[src/rtl/lpc_i2s_out.sv]
// lpc_i2s_out: FLAC stereo decorrelation, small L/R FIFO and I2S serialiser behind the lpc decoder.
// Optional: define LPC_I2S_UNDERRUN_CNT_EN to add the saturating underrun_cnt output.
module lpc_i2s_out #(
  parameter int FIFO_AW   = 3,
  parameter int BCLK_HALF = 32
) (
  input  logic        clk,
  input  logic        rst,
  input  logic        phy_rd_valid,
  output logic        phy_rd,
  input  logic [1:0]  phy_rd_chansgn,
  input  logic [16:0] phy_rd_data_chan0,
  input  logic [16:0] phy_rd_data_chan1,
  input  logic        out_en,
  input  logic        underrun_clr,
  output logic        underrun,
`ifdef LPC_I2S_UNDERRUN_CNT_EN
  output logic [15:0] underrun_cnt,
`endif
  output logic        i2s_bclk,
  output logic        i2s_lrclk,
  output logic        i2s_sdata
);
  // state | meaning
  // IDLE  | output disabled, or enabled this cycle and about to load the first frame
  // RUN   | serialising frames
  typedef enum logic {IDLE, RUN} state_t;

  localparam int DEPTH = 1 << FIFO_AW;
  localparam int DW    = $clog2(BCLK_HALF);
  localparam logic [DW-1:0] DIV_LAST = DW'(BCLK_HALF - 1);

  state_t              state;
  logic [31:0]         mem [DEPTH];
  logic [FIFO_AW-1:0]  wptr, rptr;
  logic [FIFO_AW:0]    count;
  logic                s1_valid;
  logic [1:0]          s1_chansgn;
  logic [16:0]         s1_c0, s1_c1;
  logic [DW-1:0]       div;
  logic [5:0]          b;
  logic [31:0]         frame;

  logic signed [17:0]  c0, c1, h;
  logic [15:0]         l_val, r_val;
  logic [FIFO_AW+1:0]  occ;
  logic                fetch, fall, load, push, pop, set_ur, sd_next;
  logic [5:0]          b_next;
  logic [4:0]          idx;

  always_comb begin
    c0    = signed'({s1_c0[16], s1_c0});
    c1    = signed'({s1_c1[16], s1_c1});
    h     = c1 >>> 1;
    l_val = 16'(c0);
    r_val = 16'(c1);
    case (s1_chansgn)
      2'd1: r_val = 16'(c0 - c1);
      2'd2: l_val = 16'(c0 + c1);
      2'd3: begin
        l_val = 16'(c0 + h + 18'(s1_c1[0]));
        r_val = 16'(c0 - h);
      end
      default: ;
    endcase
  end

  always_comb begin
    occ    = {1'b0, count} + (FIFO_AW+2)'(s1_valid) + (FIFO_AW+2)'(phy_rd);
    fetch  = phy_rd_valid && !phy_rd && (occ < (FIFO_AW+2)'(DEPTH));
    b_next = b + 6'd1;
    fall   = (state == RUN) && (div == DIV_LAST) && i2s_bclk;
    load   = out_en && ((state == IDLE) || (fall && b_next == 6'd0));
    push   = s1_valid;
    pop    = load && (count != '0);
    set_ur = load && (count == '0);
    // one-bit I2S delay: slot b carries bit (16-b) of L or (48-b) of R
    idx     = 5'd0;
    sd_next = 1'b0;
    if (b_next >= 6'd1 && b_next <= 6'd16) begin
      idx     = 5'd0 - b_next[4:0];
      sd_next = frame[idx];
    end else if (b_next >= 6'd33 && b_next <= 6'd48) begin
      idx     = 5'd16 - b_next[4:0];
      sd_next = frame[idx];
    end
  end

  always_ff @(posedge clk) begin
    if (phy_rd && phy_rd_valid) begin
      s1_chansgn <= phy_rd_chansgn;
      s1_c0      <= phy_rd_data_chan0;
      s1_c1      <= phy_rd_data_chan1;
    end
    if (!rst && push) mem[wptr] <= {l_val, r_val};
  end

  always_ff @(posedge clk) begin
    if (rst) begin
      state     <= IDLE;
      phy_rd    <= 1'b0;
      s1_valid  <= 1'b0;
      wptr      <= '0;
      rptr      <= '0;
      count     <= '0;
      div       <= '0;
      b         <= '0;
      frame     <= '0;
      underrun  <= 1'b0;
      i2s_bclk  <= 1'b0;
      i2s_lrclk <= 1'b0;
      i2s_sdata <= 1'b0;
    end else begin
      phy_rd   <= fetch;
      s1_valid <= phy_rd && phy_rd_valid;
      if (push) wptr <= wptr + FIFO_AW'(1);
      if (pop)  rptr <= rptr + FIFO_AW'(1);
      case ({push, pop})
        2'b10:   count <= count + (FIFO_AW+1)'(1);
        2'b01:   count <= count - (FIFO_AW+1)'(1);
        default: ;
      endcase
      if (load) frame <= pop ? mem[rptr] : 32'd0;
      if (set_ur) underrun <= 1'b1;
      else if (underrun_clr) underrun <= 1'b0;

      if (!out_en) begin
        state     <= IDLE;
        div       <= '0;
        b         <= '0;
        i2s_bclk  <= 1'b0;
        i2s_lrclk <= 1'b0;
        i2s_sdata <= 1'b0;
      end else if (state == IDLE) begin
        state <= RUN;
      end else if (div == DIV_LAST) begin
        div      <= '0;
        i2s_bclk <= ~i2s_bclk;
        if (i2s_bclk) begin
          b         <= b_next;
          i2s_lrclk <= b_next[5];
          i2s_sdata <= sd_next;
        end
      end else begin
        div <= div + DW'(1);
      end
    end
  end

`ifdef LPC_I2S_UNDERRUN_CNT_EN
  always_ff @(posedge clk) begin
    if (rst)
      underrun_cnt <= '0;
    else if (underrun_clr)
      underrun_cnt <= set_ur ? 16'd1 : 16'd0;
    else if (set_ur && underrun_cnt != 16'hFFFF)
      underrun_cnt <= underrun_cnt + 16'd1;
  end
`endif

endmodule

[config.mk]
export PLATFORM = sky130hd
export DESIGN_NAME = lpc_i2s_out
export DESIGN_NICKNAME = d
export VERILOG_FILES = /design/src/rtl/lpc_i2s_out.sv
export SDC_FILE = /design/constraint.sdc
export NUM_CORES = 1
export LEC_CHECK = 0
export BUFFER_PORTS_ARGS = -buffer_cell sky130_fd_sc_hd__buf_2
export CORE_MARGIN = 2
export CORE_UTILIZATION = 45
export CTS_BUF_LIST = sky130_fd_sc_hd__clkbuf_8
export DETAILED_ROUTE_END_ITERATION = 12
export PLACE_DENSITY = 0.6
export RECOVER_POWER = 25
export REMOVE_ABC_BUFFERS = 1
export SLEW_MARGIN = 20
export SYNTH_ARGS = -nofsm -noshare
export SYNTH_HDL_FRONTEND = slang
export SYNTH_SLANG_ARGS = --single-unit
[constraint.sdc]
create_clock -name clk -period 10.56 [get_ports clk]
set_input_delay 1.056 -clock clk [delete_from_list [all_inputs] [get_ports clk]]
set_output_delay 1.056 -clock clk [all_outputs]
set_load 0.005 [all_outputs]
==> flow_summary.ini <==
[status]
status = finished, violations left
violations = capacitance limit, slew limit

[routing]
dr_total_vias = 9364
ant_nets = 0
drt-initial-drc-count = 436
vias_per_cell = 5.51
wl_mm = 33.1
routedWlPerCell_um = 19.5
drc = 0
drtPass1Iterations = 7

[logic_synthesis]
avgSynthCellArea_um2 = 14.5
yosys-top-cells-area = edfxtp_1, mux4_2, dfxtp_1
ys_ff_latch = 353
async_reset_ff_frac = 0
syn_inst = 1124
netlist.area_leader.share = 0.536
synth_edf_count = 291
syn_area_um2 = 16300
synth_flop_cell = edfxtp_1
ys_seq_area_frac = 0.612
yosys_warnings = 0
synth_top_cell_by_area = edfxtp_1
yosysUniqueCellTypes = 75

[cts]
htree_levels = 2
cts_resized = 0
clock-root-buffer = clkbuf_8
cts.reportedPaths.clkPinSlew_ps = 60
clockBufferDepth = 3
clock_latency_ps = 610
cts_buffers = 59
cts_tree = yes
postCtsHoldBufs = 0
clock-sinks = 353
cts_setup_buffers = 0

[sta]
relSlewSlack = -0.710
tightest_slew_ps = 2560
fin_crit_sh = 0.451
clock_skew_ps = 11.1
final-setup-viol-count = 0
hold_viol_final = 0
slew_violations = 172
fin_crit_ps = 4760
holdWs_ps = 479
timing.fmax_mhz = 210
rsz0062_at_grt = no
tns_ps = 0

[setup_path]
slowest_stage = nand2_1
end_kind = flop
crit_end = mem[3][14]
cp_num_cells = 14
path_max_fanout = 45
worstSetupStartpointType = flop
cpPeakStageDelay_ps = 790
required_ps = 10850
rr_startpoint = s1_chansgn[0]
crit_start = s1_chansgn[0]
regToRegSetupSlack_ps = 5800
path_class = flop to flop
crit_path_cell_trace = buf_4, nand2_1, mux2_2, ha_1, inv_1, fa_1, a21o_2, a21oi_2, o21bai_1, a211oi_2, o31ai_2, a2111oi_2, or4_1, nand3_1
rr_worst_depth = 14
arrival_ps = 5050
crit-reg2reg-capture = mem[3][14]
crit_family = compound AO/OA/AOI/OAI gates
crit_buf_inv = 2

[die]
fp.dieArea_um2 = 37800
initial_core_util = 0.457
die_w_um = 194
fp.dieH_um = 194
rows = 69
core_area_um2 = 35700
ios = 46

[run]
drv_cap = 5

[final_layout]
nNetsFinal = 1291
fin_cells = 1700
area_delta_synth_final_pct = 11.1
drive_gt1_frac = 0.198
stdcell_area_um2 = 18100

[grt]
grt_util_all_layers = 0.180
antenna_found_initial = 0
grt_pass1_vias = 9734
gr-total-overflow = 0
grt_start_max_net_pins = 68
grt_pass1_wl_mm = 52.6

[power]
ir_worst_vdd_uv = 152
power.total_mw = 2.82
power-per-cell-area_nw_per_um2 = 156
power_leakage_nw = 6.23

[placement]
placed_cell_area_um2 = 17100
routabilityCongestion = 0.803
dp.cells = 1591
dpl.hpwl_mm = 19.6
portBuffers = 44

[worst_hold_path]
hold_class = flop to flop
worstHoldPathCells = 2
-- worst min-delay path by stage --
stage | startpoint | end | slack (ps)
floorplan | frame[0] | frame[0] | 450
global placement | frame[28] | frame[28] | 460
detailed placement | frame[2] | frame[2] | 470
CTS | frame[2] | frame[2] | 480
global route | frame[7] | frame[7] | 510
finish | frame[2] | frame[2] | 480
-- placed cells by master (no fill, tap or decap), types with 43 or more instances in the layout --
| master | count |
|---|---|
| mux4_2 | 72 |
| nor3_1 | 50 |
| nor2_1 | 95 |
| ha_1 | 55 |
| dfxtp_1 | 59 |
| buf_2 | 43 |
| mux2i_1 | 58 |
| a21oi_1 | 75 |
| inv_1 | 56 |
| clkbuf_8 | 63 |
| edfxtp_1 | 291 |
-- cell type report --
type	instances	area (µm²)
clock inverters	45	205
repair buffers	60	328
diodes	1	2.50
multi-input cells	691	6050
fillers	3071	17500
flip-flops and latches	353	9990
inverters	26	97.6
well taps	461	577
clock buffers	63	867
-- sequential cells by signal, summed over array words and instances (netlist names), 2 cells and up, named ones only --
signal and cells:
s1_c0 16, s1_chansgn 2, b 5, div 5, rptr 3, count 4, wptr 3, mem 256
frame 32, s1_c1 17
-- metrics by stage --
stage               worst slack [ps]  utilization
floorplan                       5880            -
global placement                5870        0.479
detailed placement              5840        0.479
CTS                             5810        0.509
global route                    5470        0.508
finish                          5800        0.508
-- layer usage --
| metal | part of all wire | global-route usage |
|---|---|---|
| met1 | 0.45 | 0.235 |
| met2 | 0.48 | 0.308 |
| met3 | 0.048 | 0.0316 |
| met4 | 0.022 | 0.0590 |
| met5 | 0 | 0 |
-- cell families after synthesis --
family                     after synthesis  share of synthesized area
buffers and inverters                   80                     0.0200
DFF                                    353                      0.612
and+or+nand+nor                        254                     0.0752
muxes                                  144                      0.145
xor gates and xnor gates                53                     0.0289
AOI/OAI and AO/OA                      181                     0.0716
adders and majority gates               59                     0.0471
-- where the power goes --
group	leakage [nW]	switching, mW	internal, mW
clock	0.668	0.524	0.570
sequential	3.12	0.0143	1.53
combinational	2.44	0.108	0.0771
-- worst reg2reg max path, cell delays in order (launching register included) --
cell	delay, ps
edfxtp_1	320
buf_4	430
nand2_1	800
mux2_2	450
ha_1	170
inv_1	60
fa_1	400
a21o_2	220
a21oi_2	180
o21bai_1	120
a211oi_2	320
o31ai_2	170
a2111oi_2	440
or4_1	180
nand3_1	200
-- cell usage after synthesis (3+ instances only) --
master,n
and3_1,7
o21ai_1,3
nand2b_1,8
nand3_1,16
o221ai_1,4
mux2_2,14
clkbuf_1,33
nand2_1,35
mux2i_1,58
o21a_1,6
a21o_1,13
edfxtp_1,291
buf_2,17
mux4_2,72
nor3_1,50
ha_1,55
nor2b_1,8
or3_1,7
xnor2_1,30
a21oi_1,75
buf_1,3
o31ai_2,3
xor2_1,22
nor2_1,100
o21bai_1,5
dfxtp_1,62
a31oi_1,4
o21ai_0,29
o2111a_1,4
o211ai_1,4
o2111ai_1,3
fa_1,4
inv_1,26
Power figures use the tool's default switching activity.
